File: src/rtl/slotmaker_cfg_pkg.sv
// Shared types and constants for the slotmaker configuration controller.
// SLOTMAKER_CFG_VERIFY_EN adds the CHECK state to the state enum.
package slotmaker_cfg_pkg;

    localparam int unsigned NUM_SLOTS = 7;
    localparam int unsigned CARD_W    = 8;
    localparam int unsigned SLOT_W    = 3;

    typedef logic [CARD_W-1:0] card_t;
    typedef logic [SLOT_W-1:0] slot_t;

    // BOOT is the all-zero encoding so the state register reads 0 in reset
    typedef enum logic [2:0] {
        BOOT   = 3'd0,
        IDLE   = 3'd1,
        WRITE  = 3'd2,
        COMMIT = 3'd3
`ifdef SLOTMAKER_CFG_VERIFY_EN
        ,
        CHECK  = 3'd4
`endif
    } state_e;

    // Card for slot k lives in bits [8k-1:8k-8]; slot 0 has no entry
    function automatic card_t slot_card(input logic [NUM_SLOTS*CARD_W-1:0] cards,
                                        input slot_t slot);
        card_t c;
        c = '0;
        for (int unsigned k = 1; k <= NUM_SLOTS; k++) begin
            if (slot == slot_t'(k)) begin
                c = cards[k*CARD_W-1 -: CARD_W];
            end
        end
        return c;
    endfunction

endpackage

File: src/rtl/slotmaker_config_if.sv
// Configuration port between the controller and the slotmaker.
interface slotmaker_config_if;
    import slotmaker_cfg_pkg::*;

    slot_t slot;
    logic  wr;
    card_t card_i;
    card_t card_o;
    logic  reconfig;

    modport controller (output slot, output wr, output card_i, output reconfig, input card_o);
    modport slotmaker  (input slot, input wr, input card_i, input reconfig, output card_o);

endinterface

File: src/rtl/slotmaker_cfg_ctrl.sv
// Slotmaker configuration controller: boot-time slot table load, host
// slot writes and reconfig pulses.
// Optional macro SLOTMAKER_CFG_VERIFY_EN: read-back CHECK after every write.
module slotmaker_cfg_ctrl
    import slotmaker_cfg_pkg::*;
#(
    parameter logic [NUM_SLOTS*CARD_W-1:0] DEFAULT_CARDS = '0,
    parameter logic                        AUTO_COMMIT   = 1'b1
) (
    input  logic                   clk_logic,
    input  logic                   system_reset_n,
    slotmaker_config_if.controller cfg,
    input  logic                   req_valid,
    input  logic [SLOT_W-1:0]      req_slot,
    input  logic [CARD_W-1:0]      req_card,
    output logic                   req_ready,
    input  logic                   commit_i,
    output logic                   busy,
    output logic                   done,
    output logic                   err
);

    state_e state_q, state_d;
    slot_t  slot_q, slot_d;
    card_t  card_q, card_d;
    logic   wr_q, wr_d;
    logic   reconfig_q, reconfig_d;
    logic   done_q, done_d;
    logic   err_q, err_d;
    logic   pending_q, pending_d;
    logic   busy_q, busy_d;
    slot_t  boot_slot_q, boot_slot_d;
    logic   boot_mode_q, boot_mode_d;
    logic   write_end;

    // Next-state, request capture and output pulse generation
    always_comb begin
        state_d     = state_q;
        slot_d      = slot_q;
        card_d      = card_q;
        wr_d        = 1'b0;
        reconfig_d  = 1'b0;
        done_d      = reconfig_q;
        err_d       = err_q;
        pending_d   = pending_q | commit_i;
        boot_slot_d = boot_slot_q;
        boot_mode_d = boot_mode_q;
        req_ready   = 1'b0;
        write_end   = 1'b0;

        case (state_q)
            BOOT: begin
                // first cycle after reset only arms the boot load
                if (!boot_mode_q) begin
                    boot_mode_d = 1'b1;
                end else begin
                    wr_d        = 1'b1;
                    slot_d      = boot_slot_q;
                    card_d      = slot_card(DEFAULT_CARDS, boot_slot_q);
                    boot_slot_d = boot_slot_q + 3'd1;
                    state_d     = WRITE;
                end
            end
            IDLE: begin
                req_ready = req_valid;
                if (req_valid) begin
                    if (req_slot == '0) begin
                        err_d  = 1'b1;
                        done_d = 1'b1;
                    end else begin
                        err_d   = 1'b0;
                        wr_d    = 1'b1;
                        slot_d  = req_slot;
                        card_d  = req_card;
                        state_d = WRITE;
                    end
                end else if (pending_q) begin
                    state_d = COMMIT;
                end
            end
            WRITE: begin
`ifdef SLOTMAKER_CFG_VERIFY_EN
                state_d = CHECK;
`else
                write_end = 1'b1;
`endif
            end
`ifdef SLOTMAKER_CFG_VERIFY_EN
            CHECK: begin
                if (cfg.card_o != card_q) begin
                    err_d = 1'b1;
                end
                write_end = 1'b1;
            end
`endif
            COMMIT: begin
                reconfig_d = 1'b1;
                pending_d  = commit_i;
                state_d    = IDLE;
            end
            default: state_d = IDLE;
        endcase

        // boot wraps to slot 0 after slot 7, which marks the load complete
        if (write_end) begin
            if (boot_mode_q) begin
                if (boot_slot_q != '0) begin
                    state_d = BOOT;
                end else begin
                    boot_mode_d = 1'b0;
                    state_d     = AUTO_COMMIT ? COMMIT : IDLE;
                end
            end else begin
                done_d  = 1'b1;
                state_d = IDLE;
            end
        end

        busy_d = (state_d != IDLE);
    end

    // State and output registers, cleared asynchronously by reset
    always_ff @(posedge clk_logic or negedge system_reset_n) begin
        if (!system_reset_n) begin
            state_q     <= BOOT;
            slot_q      <= '0;
            card_q      <= '0;
            wr_q        <= 1'b0;
            reconfig_q  <= 1'b0;
            done_q      <= 1'b0;
            err_q       <= 1'b0;
            pending_q   <= 1'b0;
            busy_q      <= 1'b0;
            boot_slot_q <= 3'd1;
            boot_mode_q <= 1'b0;
        end else begin
            state_q     <= state_d;
            slot_q      <= slot_d;
            card_q      <= card_d;
            wr_q        <= wr_d;
            reconfig_q  <= reconfig_d;
            done_q      <= done_d;
            err_q       <= err_d;
            pending_q   <= pending_d;
            busy_q      <= busy_d;
            boot_slot_q <= boot_slot_d;
            boot_mode_q <= boot_mode_d;
        end
    end

    assign cfg.slot     = slot_q;
    assign cfg.card_i   = card_q;
    assign cfg.wr       = wr_q;
    assign cfg.reconfig = reconfig_q;
    assign busy         = busy_q;
    assign done         = done_q;
    assign err          = err_q;

endmodule

File: src/flat_wrapper.sv
// flat-port wrapper written by rule: the top's interface ports become plain ports
module slotmaker_cfg_ctrl_flat import slotmaker_cfg_pkg::*;
#(
    parameter logic [NUM_SLOTS*CARD_W-1:0] DEFAULT_CARDS = '0,
    parameter logic                        AUTO_COMMIT   = 1'b1
)
  (clk_logic, system_reset_n, req_valid, req_slot, req_card, req_ready, commit_i, busy, done, err, cfg_slot, cfg_wr, cfg_card_i, cfg_reconfig, cfg_card_o);
  slotmaker_config_if cfg_i ();
  input  logic clk_logic;
  input  logic system_reset_n;
  input  logic req_valid;
  input  logic [SLOT_W-1:0] req_slot;
  input  logic [CARD_W-1:0] req_card;
  output logic req_ready;
  input  logic commit_i;
  output logic busy;
  output logic done;
  output logic err;
  output wire logic [$bits(cfg_i.slot)-1:0] cfg_slot;
  output wire logic [$bits(cfg_i.wr)-1:0] cfg_wr;
  output wire logic [$bits(cfg_i.card_i)-1:0] cfg_card_i;
  output wire logic [$bits(cfg_i.reconfig)-1:0] cfg_reconfig;
  input wire logic [$bits(cfg_i.card_o)-1:0] cfg_card_o;
  assign cfg_slot = cfg_i.slot;
  assign cfg_wr = cfg_i.wr;
  assign cfg_card_i = cfg_i.card_i;
  assign cfg_reconfig = cfg_i.reconfig;
  assign cfg_i.card_o = cfg_card_o;
  slotmaker_cfg_ctrl #(.DEFAULT_CARDS(DEFAULT_CARDS), .AUTO_COMMIT(AUTO_COMMIT)) u_core (.clk_logic(clk_logic), .system_reset_n(system_reset_n), .cfg(cfg_i), .req_valid(req_valid), .req_slot(req_slot), .req_card(req_card), .req_ready(req_ready), .commit_i(commit_i), .busy(busy), .done(done), .err(err));
endmodule
File: config.mk
export PLATFORM = sky130hd
export DESIGN_NAME = slotmaker_cfg_ctrl_flat
export DESIGN_NICKNAME = d
export VERILOG_FILES = /design/src/rtl/slotmaker_cfg_pkg.sv /design/src/rtl/slotmaker_config_if.sv /design/src/rtl/slotmaker_cfg_ctrl.sv /design/src/flat_wrapper.sv
export SDC_FILE = /design/constraint.sdc
export NUM_CORES = 1
export LEC_CHECK = 0
export ABC_CLOCK_PERIOD_IN_PS = 1670
export CORE_ASPECT_RATIO = 0.9
export CORE_MARGIN = 4
export CORE_UTILIZATION = 41
export CTS_BUF_LIST = sky130_fd_sc_hd__clkbuf_8
export DETAILED_ROUTE_END_ITERATION = 12
export PLACE_DENSITY = 0.77
export SYNTH_ARGS = -nofsm -noshare
export SYNTH_HDL_FRONTEND = slang
export SYNTH_SLANG_ARGS = --single-unit
File: constraint.sdc
create_clock -name clk_logic -period 1.67 [get_ports clk_logic]
set_clock_uncertainty 0.2 [all_clocks]
set_input_delay 0.2505 -clock clk_logic [delete_from_list [all_inputs] [get_ports clk_logic]]
set_output_delay 0.2505 -clock clk_logic [all_outputs]
set_load 0.01 [all_outputs]
==> run_results.csv <==
group,metric,value,unit
floorplanning,chipWidth,63.3,µm
setup_path,critical_path_peak_fanout,7,
power_and_ir_drop,cell_internal_pwr,1.99,mW
run_status,status,"complete, but fails checks",
synth,synth.yosys.seq_area_share,0.533,
drt,detail_route.iter0.violations,39,
synth,synth_edf_count,0,
power_and_ir_drop,share_clk_of_total_power,0.173,
timing,slew_viol_final,0,
global_route,grt_busiest_layer,"met2",
timing,report.final.setup_viol,12,
clock_tree,ctsLongestPathBuffers,2,
power_and_ir_drop,powerDensity,1680,nW/µm²
floorplanning,chipHeight,57.8,µm
final_layout,final_layout_size_suffix_gt1_frac,0.315,
floorplanning,row_count,17,
power_and_ir_drop,power.ir.vdd_worst,1.23,mV
clock_tree,cts_tree,"done",
final_layout,finalNetCount,169,
power_and_ir_drop,power.leakage,0.930,nW
setup_path,crit_arrival,1.76,ns
setup_path,critPathKind,"primary input to flip-flop",
setup_path,worstReg2RegStart,"u_core.state_q[1]$_DFF_PN0_",
setup_path,setup.worst_path.end_class,"flip-flop",
placed_design,dpl.hpwl,1810,µm
clock_tree,htreeDepth,1,
global_route,grt_pass1_wl,4360,µm
power_and_ir_drop,share_comb_of_total_power,0.489,
placed_design,place_worst_setup_slack,-0.438,ns
global_route,globalRouteTotalUtil,0.153,
run_status,violations_in_the_final_reports,"setup timing",
synth,post-synth-top-area-cell,"sky130_fd_sc_hd__dfrtp_1",
drt,wl_per_cell,15.2,µm
timing,report.final.hold_viol_count,0,
global_route,grt_util_met2,0.260,
synth,yosys.cell_count.top_type,"sky130_fd_sc_hd__dfrtp_1",
setup_path,critical_path.max_stage_delay,0.44,ns
global_route,met1_usage,0.184,
placed_design,placement.io_buffers,31,
run,cap_viol_max_count,0,
timing,clock.fmax,0.563,GHz
global_route,globalRoute.totalOverflow,0,
final_layout,diodes,0,
timing,holdWs,0.135,ns
synth,synthesis.area,1130,µm²
synth,synth_area_leaders,"sky130_fd_sc_hd__dfrtp_1 (51%), sky130_fd_sc_hd__mux2i_1 (7.1%), sky130_fd_sc_hd__inv_1 (4.3%), sky130_fd_sc_hd__mux2_2 (4.0%), sky130_fd_sc_hd__nand2_1 (3.3%)",
synth,synth_nets,120,
drt,via_density,4.91,
placed_design,place_congestion,0.905,
synth,ys_seq_elements,24,
synth,synthesis.instances,95,
drt,num_vias,840,
timing,final.setup.worst_slack,-0.107,ns
hold_path,hold_path.class,"primary input to asynchronous set/reset pin",
synth,count_of_distinct_cell_types_in_the_synthesized_netlist,36,
setup_path,crit_path_cell_trace,"clkdlybuf4s50_1 -> or3_4 -> a21oi_4 -> buf_6 -> mux2i_1",
setup_path,critPathSlowestCell,"sky130_fd_sc_hd__clkdlybuf4s50_1",
synth,synth-warning-count,0,
power_and_ir_drop,sw_frac_of_total,0.321,
synth,synthDominantCellAreaShare,0.510,
drt,wirelength,2590,µm
global_route,grt_max_degree,25,
synth,postSynth.topFlopCell,"sky130_fd_sc_hd__dfrtp_1",
setup_path,crit-reg2reg-capture,"u_core.cfg.slot[0]$_DFFE_PN0P_",
setup_path,ff2ff_setup_slack,-0.10,ns
global_route,fraction_of_met3_tracks_used_by_global_routing,0.0504,
clock_tree,clock_net_sink_count,24,
clock_tree,cts_made_buffers,3,
setup_path,setup.worst_path.start_class,"primary input",
timing,timing.final.crit_share,1.06,
synth,postSynth.asyncResetShare,1.00,
global_route,grt_pass1_vias,951,
timing,setup_repair_after_global_routing_missed_its_margin,"yes",
clock_tree,clock_latency,0.27,ns
floorplanning,fp.coreArea,2530,µm²
setup_path,required_arrival_time_at_the_worst_endpoint,1.65,ns
final_layout,areaGrowthSynthToFinish,55.2,%
floorplanning,die_area,3660,µm²
setup_path,critical-path-top-delay-family,"buffers and inverters",
power_and_ir_drop,power.share.sequential,0.338,
synth,synth.avg_cell_area,11.9,µm²
setup_path,timing.reg2reg.worst_path_depth,4,
drt,drt_drc_violations_left,0,
timing,min_period,1.78,ns
power_and_ir_drop,power_switching,0.943,mW
drt,detail_route.first_pass.iterations,4,
clock_tree,worst_setup_hold_path_clk_slew,0.09,ns
clock_tree,clk_root_buffer_cell,"sky130_fd_sc_hd__clkbuf_8",
floorplanning,start_util,0.446,
floorplanning,top_level_ports,40,
global_route,antenna_found_initial,0,
synth,synth_commonest_cells,"sky130_fd_sc_hd__dfrtp_1 (23), sky130_fd_sc_hd__inv_1 (13), sky130_fd_sc_hd__nand2_1 (10)",
drt,ant_nets,0,
setup_path,cp_num_buf_inv,2,
[stage by stage]
step / util / instance area [µm²] / total power, mW / setup TNS, ns / cells
3_3_place_gp: 0.609 / 1540 / 2.18 / -5.32 / 163
4_1_cts: 0.671 / 1700 / 2.91 / -0.455 / 171
5_1_grt: 0.692 / 1750 / 3.14 / -1.39 / 171
6_report: 0.692 / 1750 / 2.94 / -0.639 / 171
3_5_place_dp: 0.609 / 1540 / 2.23 / -5.98 / 163
2_1_floorplan: - / 1140 / 1.65 / -0.0601 / 95
[routing by layer]
layer	wire length, µm	up-vias
met5	0	-
met4	0	0
met3	137	0
met2	1350	23
met1	1100	414
li1	-	403
[worst max path at each step]
stage / start / end / slack [ns] / depth (start not counted)
6_report: req_slot[0] / u_core.cfg.card_i[7]$_DFFE_PN0P_ / -0.11 / 5
5_1_grt: u_core.state_q[2]$_DFF_PN0_ / u_core.cfg.card_i[7]$_DFFE_PN0P_ / -0.15 / 6
4_1_cts: u_core.state_q[2]$_DFF_PN0_ / req_ready / -0.07 / 3
3_5_place_dp: req_slot[0] / u_core.busy$_DFF_PN0_ / -0.44 / 5
3_3_place_gp: req_slot[0] / u_core.busy$_DFF_PN0_ / -0.34 / 5
2_1_floorplan: u_core.state_q[1]$_DFF_PN0_ / u_core.cfg.slot[2]$_DFFE_PN0P_ / -0.06 / 5
[sequential cells by signal, summed over array words and instances, names as in the netlist]
name	count
u_core.boot_mode_q	1
u_core.done	1
u_core.err	1
u_core.cfg.card_i	8
u_core.cfg.wr	1
u_core.cfg.reconfig	1
u_core.cfg.slot	3
u_core.boot_slot_q	3
u_core.pending_q	1
u_core.busy	1
u_core.state_q	3
[power by group through the flow]
stage / combinational, mW / sequential (mW) / clock, mW
6_report: 1.44 / 0.994 / 0.507
5_1_grt: 1.55 / 1.03 / 0.552
4_1_cts: 1.40 / 0.990 / 0.519
3_5_place_dp: 1.22 / 1.00 / 0
3_3_place_gp: 1.19 / 0.991 / 0
2_1_floorplan: 0.594 / 1.06 / 0
[cells in the final DEF (no fill, tap or decap), drive strengths merged, types with 2 or more instances in the layout]
cell and n:
dfrtp 23, clkdlybuf4s50 23, mux2i 8, dlymetal6s2s 5, buf 17, dlygate4sd2 2, nor2 3, nor2b 2
mux2 6, ha 2, clkbuf 3, xnor2 2, inv 14, nand2 10
[worst reg2reg max path, cell delays in order (launching register included)]
cell and delay (ns):
sky130_fd_sc_hd__dfrtp_1 0.41, sky130_fd_sc_hd__buf_6 0.13, sky130_fd_sc_hd__nor3b_4 0.30, sky130_fd_sc_hd__mux2_2 0.37, sky130_fd_sc_hd__mux2_2 0.25
[area by class of cell]
class | count | area (µm²)
Clock buffer | 3 | 41.3
Clock inverter | 1 | 30.0
Fill cell | 197 | 779
Inverter | 14 | 52.6
Multi-Input combinational cell | 54 | 523
Sequential cell | 24 | 604
Tap cell | 28 | 35.0
Timing Repair Buffer | 47 | 465
[cell families (layout without fill, tap and decap cells)]
family | count (synthesis) | count (layout) | synth area share
AND/OR/NAND/NOR | 27 | 27 | 0.155
flip-flops | 24 | 24 | 0.533
buffers and inverters | 17 | 65 | 0.0732
multiplexers | 14 | 14 | 0.134
AO/OA/AOI/OAI | 8 | 8 | 0.0632
adder cells (fa/ha/maj) | 2 | 2 | 0.0222
XOR/XNOR | 2 | 2 | 0.0155
other | 1 | 1 | 0.00332
[timing repair]
| item | in CTS | in global routing |
|---|---|---|
| endpoints found under the setup margin | 15 | 20 |
| setup buffers | 3 | 0 |
| hold buffers | 0 | 0 |
| cloned | 1 | 0 |
| resized for setup | 18 | 16 |
| pin swaps | 3 | 4 |
Power figures use the tool's default switching activity.
